===== config.mk =====
export PLATFORM = sky130hd
export DESIGN_NAME = alu_iter
export DESIGN_NICKNAME = d
export VERILOG_FILES = /design/src/rtl/alu_iter_pkg.sv /design/src/rtl/alu_iter_comb.sv /design/src/rtl/alu_iter.sv
export SDC_FILE = /design/constraint.sdc
export NUM_CORES = 1
export LEC_CHECK = 0
export BUFFER_PORTS_ARGS = -buffer_cell sky130_fd_sc_hd__buf_2
export CORE_MARGIN = 1.5
export CORE_UTILIZATION = 48
export DETAILED_ROUTE_END_ITERATION = 10
export GPL_TIMING_DRIVEN = 1
export PLACE_DENSITY = 0.68
export SLEW_MARGIN = 40
export SYNTH_ARGS = -nofsm -noshare
export SYNTH_HDL_FRONTEND = slang
export SYNTH_SLANG_ARGS = --single-unit

===== constraint.sdc =====
create_clock -name Clk -period 4.95 [get_ports Clk]
set_input_delay 0.2475 -clock Clk [delete_from_list [all_inputs] [get_ports Clk]]
set_output_delay 0.2475 -clock Clk [all_outputs]
set_load 0.005 [all_outputs]

===== src/rtl/alu_iter_pkg.sv =====
// alu_iter_pkg: shared definitions for the sequenced execute unit.
//   - 4-bit ALU opcode map (kADD..kSLT); values above kOPMAX are illegal.
//   - alu_state_t: control states of alu_iter.
//   - is_shift(): identifies the multi-cycle shift opcodes.
package alu_iter_pkg;

    localparam logic [3:0] kADD = 4'd0;
    localparam logic [3:0] kSUB = 4'd1;
    localparam logic [3:0] kAND = 4'd2;
    localparam logic [3:0] kOR  = 4'd3;
    localparam logic [3:0] kXOR = 4'd4;
    localparam logic [3:0] kLSH = 4'd5;
    localparam logic [3:0] kRSH = 4'd6;
    localparam logic [3:0] kSEQ = 4'd7;
    localparam logic [3:0] kSLT = 4'd8;

    localparam logic [3:0] kOPMAX = kSLT;

    typedef enum logic [1:0] {IDLE, SHIFT, DONE} alu_state_t;

    function automatic logic is_shift(input logic [3:0] op);
        return (op == kLSH) || (op == kRSH);
    endfunction

endpackage


===== src/rtl/alu_iter_comb.sv =====
// alu_comb: purely combinational ALU core for alu_iter.
//   op      : opcode from the shared map
//   a, b    : operands (for LSH/RSH, a is the already-shifted value)
//   result  : W-bit result (0 for illegal opcodes)
//   carry   : ADD carry-out, SUB borrow (a < b unsigned), 0 otherwise
//   illegal : op > kOPMAX
module alu_comb
    import alu_iter_pkg::*;
#(
    parameter int W = 8
) (
    input  logic [3:0]   op,
    input  logic [W-1:0] a,
    input  logic [W-1:0] b,
    output logic [W-1:0] result,
    output logic         carry,
    output logic         illegal
);

    logic [W:0] sum;
    logic [W:0] diff;

    // Extra top bit holds carry-out for ADD and borrow for SUB.
    assign sum  = {1'b0, a} + {1'b0, b};
    assign diff = {1'b0, a} - {1'b0, b};

    always_comb begin
        result  = '0;
        carry   = 1'b0;
        illegal = 1'b0;
        case (op)
            kADD: begin
                result = sum[W-1:0];
                carry  = sum[W];
            end
            kSUB: begin
                result = diff[W-1:0];
                carry  = diff[W];
            end
            kAND: result = a & b;
            kOR:  result = a | b;
            kXOR: result = a ^ b;
            // Shifting is done iteratively by the caller; a arrives shifted.
            kLSH, kRSH: result = a;
            kSEQ: result = {{(W-1){1'b0}}, (a == b)};
            kSLT: result = {{(W-1){1'b0}}, ($signed(a) < $signed(b))};
            default: illegal = 1'b1;
        endcase
    end

endmodule


===== src/rtl/alu_iter.sv =====
// alu_iter: sequenced execute unit with valid/ready on both sides.
//   Clk, Reset          : clock, synchronous active-high reset
//   InValid/InReady     : request handshake (InReady high only in IDLE)
//   Op, InA, InB        : opcode and operands, captured on accept
//   OutValid/OutReady   : result handshake (OutValid high only in DONE)
//   Out, Zero, Carry,
//   Illegal             : registered result, held until taken
// Every accepted op spends one execute cycle in SHIFT with a zero count,
// giving a 1-cycle latency; LSH/RSH by k add k one-bit shift cycles first.
module alu_iter
    import alu_iter_pkg::*;
#(
    parameter int W   = 8,
    parameter int SHW = 3
) (
    input  logic         Clk,
    input  logic         Reset,
    input  logic         InValid,
    output logic         InReady,
    input  logic [3:0]   Op,
    input  logic [W-1:0] InA,
    input  logic [W-1:0] InB,
    output logic         OutValid,
    input  logic         OutReady,
    output logic [W-1:0] Out,
    output logic         Zero,
    output logic         Carry,
    output logic         Illegal
);

    alu_state_t     state, state_next;
    logic [3:0]     op_r;
    logic [W-1:0]   a_r;
    logic [W-1:0]   b_r;
    logic [SHW-1:0] cnt;
    logic [W-1:0]   res;
    logic           res_carry;
    logic           res_illegal;
    logic           exec_done;

    assign exec_done = (state == SHIFT) && (cnt == '0);

    alu_comb #(.W(W)) u_comb (
        .op      (op_r),
        .a       (a_r),
        .b       (b_r),
        .result  (res),
        .carry   (res_carry),
        .illegal (res_illegal)
    );

    always_ff @(posedge Clk) begin
        if (Reset) state <= IDLE;
        else       state <= state_next;
    end

    always_comb begin
        state_next = state;
        InReady    = 1'b0;
        OutValid   = 1'b0;
        case (state)
            IDLE: begin
                InReady = 1'b1;
                if (InValid) state_next = SHIFT;
            end
            SHIFT: begin
                if (cnt == '0) state_next = DONE;
            end
            DONE: begin
                OutValid = 1'b1;
                if (OutReady) state_next = IDLE;
            end
            default: state_next = IDLE;
        endcase
    end

    // Operand capture on accept, then one zero-fill shift per SHIFT cycle
    // until the count is exhausted.
    always_ff @(posedge Clk) begin
        if (state == IDLE && InValid) begin
            op_r <= Op;
            a_r  <= InA;
            b_r  <= InB;
            cnt  <= is_shift(Op) ? InB[SHW-1:0] : '0;
        end else if (state == SHIFT && cnt != '0) begin
            a_r <= (op_r == kLSH) ? (a_r << 1) : (a_r >> 1);
            cnt <= cnt - SHW'(1);
        end
    end

    // Result registers: loaded on the execute cycle, held through DONE.
    always_ff @(posedge Clk) begin
        if (Reset) begin
            Out     <= '0;
            Zero    <= 1'b0;
            Carry   <= 1'b0;
            Illegal <= 1'b0;
        end else if (exec_done) begin
            Out     <= res;
            Zero    <= (res == '0);
            Carry   <= res_carry;
            Illegal <= res_illegal;
        end
    end

endmodule


==> impl_results.md, run 1 <==
* Status: finished, final reports clean
* Global Route Usage Sum at 24.7%
* Number of buffers added on ports at 36
* Primary FF master, synth: edfxtp_1
* Power Density at 416 nW/um2
* Leading area contributor after synthesis: edfxtp_1
* Final setup vio count at 0
* # IOs at 37
* Root buffer cell: clkbuf_8
* Worst r2r path cells at 9
* CTS tree: done
* Synth Register Bits at 36
* Clock sinks at 36
* Max Cap Viol at 0
* Final nets at 414
* Number of buffers created by CTS at 5
* Final min period at 2.80 ns
* Pleak at 1.33 nW
* Clock Latency Late Sink at 0.29 ns
* Die Footprint at 6440 um2
* CTS resizes at 0
* Worst r2r src: a_r[1]$_DFFE_PP_
* Overflow left after global routing at 0
* Pin count of the biggest net entering global routing at 28
* Starting Density at 50.8%
* Cell family with most CP delay: compound AO/OA/AOI/OAI gates
* WP depth at 9
* Seq. cell area at 951 um2
* Asr flop ratio synth at 0%
* ANT nets after route at 0
* Critical path peak fanout at 7
* Worst Path Arrival at 3.04 ns
* CP Data Required Time at 5.19 ns
* Number of flops mapped to enable cells by yosys at 23
* Setup TNS at 0 ns
* Relative slew slack at 47.7%
* Netlist cell types at 65
* Setup Skew at 0.00817 ns
* Total wire length at 7260 um
* Netlist Area Pre-Place at 2860 um2
* RSZ-0062 raised after global routing: false
* Share of cells above drive strength 1 at 16.6%
* # Post-CTS Setup Buffers at 0
* Fill count at 515
* Buf/Inv on CP at 1
* CP Capture Point: Zero$_SDFFE_PP0P_
* Vias per inst at 5.89
* VDD IR max at 369 uV
* Synth warn at 0
* Die height at 80.2 um
* Final Hold Viols at 0
* Iter 0 DRT Violations at 312
* Crit-path cells: inv_1, ha_1, a211oi_2, nor4_1, or3_1, o32a_2, a211oi_1, and4_1, a31o_1
* Tcrit/Tclk final at 56.6%
* Clk slew on worst S/H paths at 0.08 ns
* Drt wl/cell at 16.8 um
* Fmax at 357 MHz
* Area grow syn2layout at 12.0%
* Multi-input combinational cell area at 1740 um2
* Cts hold-fix bufs at 0
* GPL Wtd Cong at 1.00
* Mapped Cells at 333
* CP max stage cell: edfxtp_1
* Post-synthesis sequential area ratio at 33.2%
* Clk buf depth at 2
* Pre-Repair DR Iteration Count at 5
* DR vias at 2551
* Crit. End Element: flop
* Diode count at 0
* Initial antenna violation count at 0
* Vias in the first global route at 2448
* Global-route wire length before repair at 12100 um
* Net count after synthesis at 387
* Worst setup path category: reg -> reg
* Critical Path Max Stage Delay at 0.48 ns
* Area share of the leading cell type in the synthesized netlist at 24.1%
* Die W at 80.2 um
* Worst min path class: in -> reg
* RR Endpoint: Zero$_SDFFE_PP0P_
* CORE AREA at 5640 um2
* Kind of start point of the critical path: flop
* Slew @ Worst Pin at 0.785 ns
* Depth of the CTS H-tree at 2
* Reg2Reg Setup Slack at 2.15 ns
* Top cells by area, synth: edfxtp_1, ha_1, dfxtp_1
* Row count at 27
* Post-route DRC violation count at 0
* Final core area utilization at 56.9%
* Post-DP HPWL at 5560 um
* Mean Syn Cell Area at 8.60 um2
* Crit. Startpoint: a_r[1]$_DFFE_PP_
* Max-slew violations at 0
report_power, final:
group | switching (mW) | internal [mW] | leakage (nW)
sequential | 0.0703 | 0.395 | 0.332
clock | 0.113 | 0.149 | 0.0541
combinational | 0.354 | 0.252 | 0.948
cell usage in the layout, fill, tap and decap left out, types with 10 or more instances in the layout:
master    count
nand2_1      26
a211oi_1     12
a21oi_1      18
dfxtp_1      13
edfxtp_1     23
o21ai_0      16
nor2_1       36
nor2b_1      10
buf_2        36
inv_1        27
ha_1         28
cells in the mapped netlist, drive strengths merged (2+ instances only):
master,number
nand2,26
a211oi,13
nand2b,8
o21ai,17
xnor2,4
dfxtp,13
nor3,8
a22oi,2
nor2,36
o31ai,2
inv,28
a31o,2
nor4bb,2
clkbuf,10
a21oi,18
o32a,2
o211ai,4
nand3,4
ha,28
or3,4
nor4,8
a31oi,2
a21o,2
fa,2
mux2,2
and4,2
buf,10
o21bai,4
and3,2
a311oi,2
mux2i,4
nor3b,2
nor2b,10
edfxtp,23
or4,2
xor2,2
per-layer routing:
layer,vias to the layer above,GRT usage (%),wire length [um]
met5,-,0,0
met4,0,10.0,237
met3,18,3.41,403
met2,96,38.1,3210
met1,1184,34.7,3410
li1,1253,-,-
flip-flops by register name (all words and copies together) (netlist names):
register / flops
Out: 8
a_r: 8
b_r: 8
op_r: 4
cnt: 3
state: 2
Carry: 1
Illegal: 1
Zero: 1
metrics by stage:
step / instance area, um2 / total power [mW] / cells / setup WS (ns) / hold slack [ns]
2_1_floorplan: 2860 / 0.901 / 333 / 2.53 / 0.319
3_3_place_gp: 3070 / 1.06 / 424 / 2.21 / 0.425
3_5_place_dp: 3100 / 1.07 / 425 / 2.19 / 0.426
4_1_cts: 3210 / 1.33 / 433 / 2.17 / 0.122
5_1_grt: 3210 / 1.44 / 433 / 1.99 / 0.114
6_report: 3210 / 1.33 / 433 / 2.15 / 0.127
worst reg2reg max path, stage by stage (launching register included):
cell      delay [ns]
edfxtp_1        0.48
inv_1           0.19
ha_1            0.41
a211oi_2        0.32
nor4_1          0.09
or3_1           0.36
o32a_2          0.20
a211oi_1        0.31
and4_1          0.25
a31o_1          0.13
worst min-delay path by stage:
stage,cells past startpoint,slack [ns],end,from
after CTS,1,0.12,b_r[7]$_DFFE_PP_,InB[7]
after floorplan,1,0.32,state[0]$_SDFFE_PP0P_,Reset
after detailed placement,1,0.43,b_r[7]$_DFFE_PP_,InB[7]
final,1,0.13,b_r[7]$_DFFE_PP_,InB[7]
after global routing,1,0.11,b_r[7]$_DFFE_PP_,InB[7]
after global placement,1,0.43,b_r[3]$_DFFE_PP_,InB[3]
cells by family (layout without fill, tap and decap cells):
kind of cell | after synthesis | in the layout | synth area share, %
and+or+nand+nor | 122 | 122 | 21.8
AOI/OAI and AO/OA | 84 | 84 | 20.2
buffers and inverters | 48 | 76 | 6.82
DFF | 36 | 36 | 33.2
adders and majority gates | 31 | 31 | 14.0
xor gates and xnor gates | 6 | 6 | 1.83
muxes | 6 | 6 | 2.18
layout make-up:
type,instances,share of cell area [%]
inverters,28,3.28
clock buffers,5,2.15
multi-input cells,249,54.1
clock inverters,3,1.33
repair buffers,40,6.67
flip-flops and latches,36,29.6
well taps,72,2.81
Power figures use the tool's default switching activity.
==> run 2: changes to the inputs <==
Settings changed: PLACE_DENSITY 0.68 to 0.71.
Clock period 4.95 ns to 2.2 ns, I/O delays scaled along.
==> run 2 against run 1 <==
  * The run now ends with setup timing left
  * Routed wire length grew 16%
  * Sequential share of layout area fell by 6.0 points
  * Design area grew 25%
  * Cell count is 18% higher
  * Fmax increased by 19%
  * Clock power grew 75%
  * Global-route usage is 3.9 points higher
  * Flip-flop and latch count stayed put
  * Clock skew decreased by 0.0020 ns
  * Critical path type unchanged
  * Largest cell class unchanged
==> impl_results.md, run 2 (synthesized netlist as in run 1, its figures left out) <==
* Status: finished with violations
* Failing checks: setup timing
* Relative slew slack at 73.1% (+25 points)
* Pre-Repair DR Iteration Count at 5 (unchanged)
* Clock sinks at 36 (unchanged)
* Root buffer cell: clkbuf_8
* Worst Path Arrival at 2.53 ns (-0.51 ns)
* Share of cells above drive strength 1 at 38.9% (+22 points)
* CORE AREA at 5640 um2 (unchanged)
* Seq. cell area at 951 um2 (unchanged)
* Starting Density at 50.8% (unchanged)
* Power Density at 911 nW/um2 (+120%)
* Max Cap Viol at 0 (unchanged)
* Iter 0 DRT Violations at 199 (-36%)
* DP Worst Slack at -0.205 ns (-2.40 ns)
* Vias per inst at 5.57 (-5.4%)
* Final setup vio count at 3 (+3)
* Slew @ Worst Pin at 0.400 ns (-0.385 ns)
* Tcrit/Tclk final at 107% (+50 points)
* Area grow syn2layout at 40.4%
* Post-route DRC violation count at 0 (unchanged)
* Drt wl/cell at 16.4 um (-2.0%)
* Crit-path cells: ha_4, fa_2, xnor2_1, mux2_2, nor4_4, nor3_2, nor4bb_2, and4_1, a31o_1
* Depth of the CTS H-tree at 2 (unchanged)
* Biggest regs: Out: 8 flops, a_r: 8 flops, b_r: 8 flops
* Fmax at 426 MHz (+19%)
* Die W at 80.2 um (unchanged)
* VDD IR max at 567 uV (+54%)
* Clock Latency Late Sink at 0.29 ns (about the same)
* Critical path peak fanout at 3 (-4)
* Clk buf depth at 2 (unchanged)
* Post-DP HPWL at 6380 um (+15%)
* Row count at 27 (unchanged)
* Hold Crit Start: InB[2]
* Reg2Reg Setup Slack at -0.15 ns (-2.30 ns)
* Pin count of the biggest net entering global routing at 22 (-21%)
* Global Route Usage Sum at 28.6% (+3.9 points)
* Multi-input combinational cell area at 1970 um2 (+13%)
* Pleak at 1.73 nW (+30%)
* Number of buffers created by CTS at 5 (unchanged)
* Critical Path Max Stage Delay at 0.45 ns (-0.03 ns)
* Overflow left after global routing at 0 (unchanged)
* Max-slew violations at 0 (unchanged)
* Final WS setup at -0.146 ns (-2.30 ns)
* Initial antenna violation count at 0 (unchanged)
* CTS tree: done
* Final Hold Viols at 0 (unchanged)
* Clk slew on worst S/H paths at 0.07 ns (about the same)
* # IOs at 37 (unchanged)
* Kind of start point of the critical path: flop
* Setup Skew at 0.00621 ns (-0.00196 ns)
* Final min period at 2.35 ns (-0.455 ns)
* Global-route wire length before repair at 13800 um (+15%)
* Commonest non-fill, non-tap cell in the layout: buf_4
* Worst setup path category: reg -> reg
* Crit. End Element: flop
* Die Footprint at 6440 um2 (unchanged)
* ANT nets after route at 0 (unchanged)
* DR vias at 2853 (+12%)
* Diode count at 0 (unchanged)
* Worst r2r src: b_r[0]$_DFFE_PP_
* GPL Wtd Cong at 0.920 (-8.0%)
* Number of buffers added on ports at 36 (unchanged)
* Total wire length at 8410 um (+16%)
* Die height at 80.2 um (unchanged)
* Vias in the first global route at 2935 (+20%)
* CP Data Required Time at 2.39 ns (-2.80 ns)
* Fill count at 449 (-13%)
* Worst min path class: in -> reg
* Final nets at 493 (+19%)
* Worst hold margin at 0.0123 ns (-0.115 ns)
* RSZ-0062 raised after global routing: true
* CP max stage cell: edfxtp_1
* Most frequent cells in the layout: buf_4, buf_2, nor2_1
* Crit. Startpoint: b_r[0]$_DFFE_PP_
## run 2: worst paths after layout
path / to / cells past startpoint
max reg2reg: Zero$_SDFFE_PP0P_ / 9
min reg2reg: Illegal$_SDFFE_PP0P_ / 2
max: Zero$_SDFFE_PP0P_ / 9
min: b_r[2]$_DFFE_PP_ / 1
## run 2: power breakdown
part	internal (mW)	total (mW)	switching, mW
sequential	0.888	0.979	0.0913
combinational	1.10	2.23	1.13
clock	0.222	0.459	0.237
## run 2: area by class of cell
class                      instances  area share [%]
multi-input combinational        249            49.0
sequential                        36            23.7
timing repair buffer             119            20.4
inverter                          28            2.68
tap                               72            2.24
clock buffer                       7            1.90
clock inverter                     1           0.124
## run 2: layer usage
layer,global-route usage (%),up-vias,share of wire (%)
li1,-,1404,-
met1,37.6,1335,44
met2,47.1,101,47
met3,5.34,13,6.5
met4,9.66,0,1.9
met5,0,-,0
## run 2: through the flow
step           util [%]  power (mW)  std cells  setup TNS, ns  area, um2
4_1_cts            69.2        3.51        509         -0.354       3900
5_1_grt            71.3        3.93        512          -1.15       4020
6_report           71.3        3.66        512         -0.264       4020
3_5_place_dp       64.0        2.87        492         -0.764       3610
2_1_floorplan         -        2.07        333        -0.0551       2900
3_3_place_gp       64.0        2.84        492         -0.535       3610
## run 2: timing repair
action / CTS / global route
gates resized for setup: 25 / 23
hold buffers: 6 / 0
pin swaps: 10 / 8
endpoints found under the setup margin: 7 / 10
endpoints found under the hold margin: 6 / 0
cloned: 0 / 0
buffers inserted: 4 / 3
## run 2: critical path, delay by kind of cell (launching register included)
kind | cells | cell delay [ns]
AND/OR/NAND/NOR | 4 | 0.59
flip-flops | 1 | 0.45
multiplexers | 1 | 0.30
adder cells (fa/ha/maj) | 2 | 0.56
AO/OA/AOI/OAI | 1 | 0.19
XOR/XNOR | 1 | 0.14
==> run 3: changes to the inputs <==
Settings changed: TNS_END_PERCENT set to 20.
==> run 3 against run 2 <==
  * The run still ends with setup timing left
  * Cell count rose by 0.39%
  * Worst hold slack better by 0.0045 ns
  * Register-to-register slack got worse by 0.03 ns
  * Critical path type unchanged
  * Combinational power is 9% lower
  * Critical endpoint unchanged
  * Sequential share of layout area rose by 0.78 points
  * Sequential power shrank 0.9%
  * Fmax down 1.2%
  * First-iteration DRC count grew 15%
  * Non-clock buffer count is 2 higher
  * Total power fell by 5.2%
  * Die area unchanged
  * Flip-flop and latch count is the same
==> impl_results.md, run 3 (synthesized netlist as in run 1, its figures left out) <==
* Crit. End Element: flop
* Pin count of the biggest net entering global routing at 21 (-4.5%)
* Row count at 27 (unchanged)
* Status: finished with violations
* CORE AREA at 5640 um2 (unchanged)
* Worst setup path category: reg -> reg
* Relative slew slack at 71.7% (-1.4 points)
* # IOs at 37 (unchanged)
* Final total power at 3.47 mW (-5.2%)
* CP Data Required Time at 2.44 ns (+0.05 ns)
* CTS tree: done
* Diode count at 0 (unchanged)
* Clk slew on worst S/H paths at 0.08 ns (about the same)
* Root buffer cell: clkbuf_8
* Most frequent cells in the layout: buf_4, buf_2, nor2_1
* Overflow left after global routing at 0 (unchanged)
* Total wire length at 8110 um (-3.7%)
* Max-slew violations at 0 (unchanged)
* Final WS setup at -0.174 ns (-0.0286 ns)
* Buf/Inv on CP at 1 (+1)
* Die Footprint at 6440 um2 (unchanged)
* Worst r2r src: a_r[0]$_DFFE_PP_
* Final min period at 2.37 ns (+0.0286 ns)
* Number of buffers created by CTS at 5 (unchanged)
* Post-route cell area at 3890 um2 (-3.2%)
* Kind of start point of the critical path: flop
* Depth of the CTS H-tree at 2 (unchanged)
* Number of buffers added on ports at 36 (unchanged)
* Fmax at 421 MHz (-1.2%)
* Crit-path cells: inv_1, ha_1, fa_2, nor2_1, a21oi_1, o21ai_1, a211oi_2, nor4bb_1, and4_1, a31o_1
* Worst hold margin at 0.0167 ns (+0.00446 ns)
* Die W at 80.2 um (unchanged)
* Worst r2r path cells at 10 (+1)
* Reg2Reg Setup Slack at -0.17 ns (-0.03 ns)
* Worst Path Arrival at 2.61 ns (+0.08 ns)
* Clk buf depth at 2 (unchanged)
* Placed Area at 3650 um2 (+1.0%)
* Final setup vio count at 6 (+3)
* Commonest non-fill, non-tap cell in the layout: buf_4
* Slew @ Worst Pin at 0.425 ns (+0.0250 ns)
* Pleak at 1.73 nW (-0.27%)
* Critical path peak fanout at 3 (unchanged)
* CP max stage cell: fa_2
* Post-DP HPWL at 6410 um (+0.48%)
* CP Capture Point: Zero$_SDFFE_PP0P_
* Vias per inst at 5.46 (-2.1%)
* Initial antenna violation count at 0 (unchanged)
* Clock Latency Late Sink at 0.29 ns (about the same)
* Crit. Startpoint: a_r[0]$_DFFE_PP_
* WP depth at 10 (+1)
* Final Hold Viols at 0 (unchanged)
* Clock sinks at 36 (unchanged)
* Worst min path class: in -> reg
* Global-route wire length before repair at 13200 um (-4.7%)
* Max Cap Viol at 0 (unchanged)
* Pre-Repair DR Iteration Count at 4 (-1)
* VDD IR max at 523 uV (-7.8%)
* Vias in the first global route at 2664 (-9.2%)
* Failing checks: setup timing
* RSZ-0062 raised after global routing: true
* Power Density at 892 nW/um2 (-2.1%)
* Drt wl/cell at 15.8 um (-4.0%)
* # placed instances at 497 (+1.0%)
* Share of cells above drive strength 1 at 34.2% (-4.7 points)
* Critical Path Max Stage Delay at 0.52 ns (+0.07 ns)
* ANT nets after route at 0 (unchanged)
* Cell family with most CP delay: adder cells
* Iter 0 DRT Violations at 228 (+15%)
* GPL Wtd Cong at 0.994 (+8.0%)
* DR vias at 2805 (-1.7%)
* Biggest regs: Out: 8 flops, a_r: 8 flops, b_r: 8 flops
* Starting Density at 50.8% (unchanged)
* Tcrit/Tclk final at 108% (+1.3 points)
* Area grow syn2layout at 35.9%
* Post-route DRC violation count at 0 (unchanged)
* Global Route Usage Sum at 27.1% (-1.6 points)
* Final nets at 495 (+0.41%)
* Setup TNS at -0.619 ns (-0.355 ns)
* Die height at 80.2 um (unchanged)
* Fill count at 470 (+4.7%)
* RR Endpoint: Zero$_SDFFE_PP0P_
* Final non-filler cell total at 514 (+0.39%)
* Setup Skew at 0.00855 ns (+0.00233 ns)
-- run 3: power breakdown --
| group | total, mW | switching, mW | internal, mW |
|---|---|---|---|
| clock network | 0.459 | 0.237 | 0.222 |
| registers | 0.970 | 0.0826 | 0.887 |
| logic | 2.04 | 1.05 | 0.992 |
| total | 3.47 | 1.37 | 2.10 |
-- run 3: timing repair --
item	in CTS	in global routing
gates resized for setup	14	5
endpoints found under the setup margin	7	9
hold buffers	4	1
pin swaps	11	0
setup buffers	4	0
hold endpoints to repair	4	1
-- run 3: worst min-delay path by stage --
stage | end | cells past startpoint | startpoint
after floorplan | state[0]$_SDFFE_PP0P_ | 1 | Reset
after global placement | b_r[4]$_DFFE_PP_ | 1 | InB[4]
after detailed placement | b_r[3]$_DFFE_PP_ | 1 | InB[3]
after CTS | b_r[4]$_DFFE_PP_ | 1 | InB[4]
after global routing | b_r[1]$_DFFE_PP_ | 1 | InB[1]
final | op_r[2]$_DFFE_PP_ | 1 | Op[2]
-- run 3: worst register-to-register path: stages, from the launching register on --
cell and delay (ns):
edfxtp_1 0.38, inv_1 0.07, ha_1 0.23, fa_2 0.52
nor2_1 0.04, a21oi_1 0.15, o21ai_1 0.09, a211oi_2 0.26
nor4bb_1 0.23, and4_1 0.23, a31o_1 0.13
-- run 3: cell type report --
type,count,area (um2),area share (%)
flip-flops and latches,36,951,24.4
clock buffers,7,76.3,1.96
inverters,28,105,2.70
clock inverters,1,5.00,0.129
repair buffers,121,838,21.5
multi-input cells,249,1830,46.9
well taps,72,90.1,2.31
-- run 3: stage by stage --
stage          setup slack [ns]  utilization (%)
6_report                 -0.174             69.0
5_1_grt                  -0.300             69.0
4_1_cts                  -0.173             68.4
3_5_place_dp             -0.240             64.7
3_3_place_gp             -0.220             64.7
2_1_floorplan           -0.0463                -
-- run 3: layer usage --
layer	wire length, um	up-vias	GRT usage, %
met2	3690	60	42.8
met3	351	9	3.75
met5	0	-	0
met1	3960	1321	38.9
met4	100	0	6.21
li1	-	1415	-
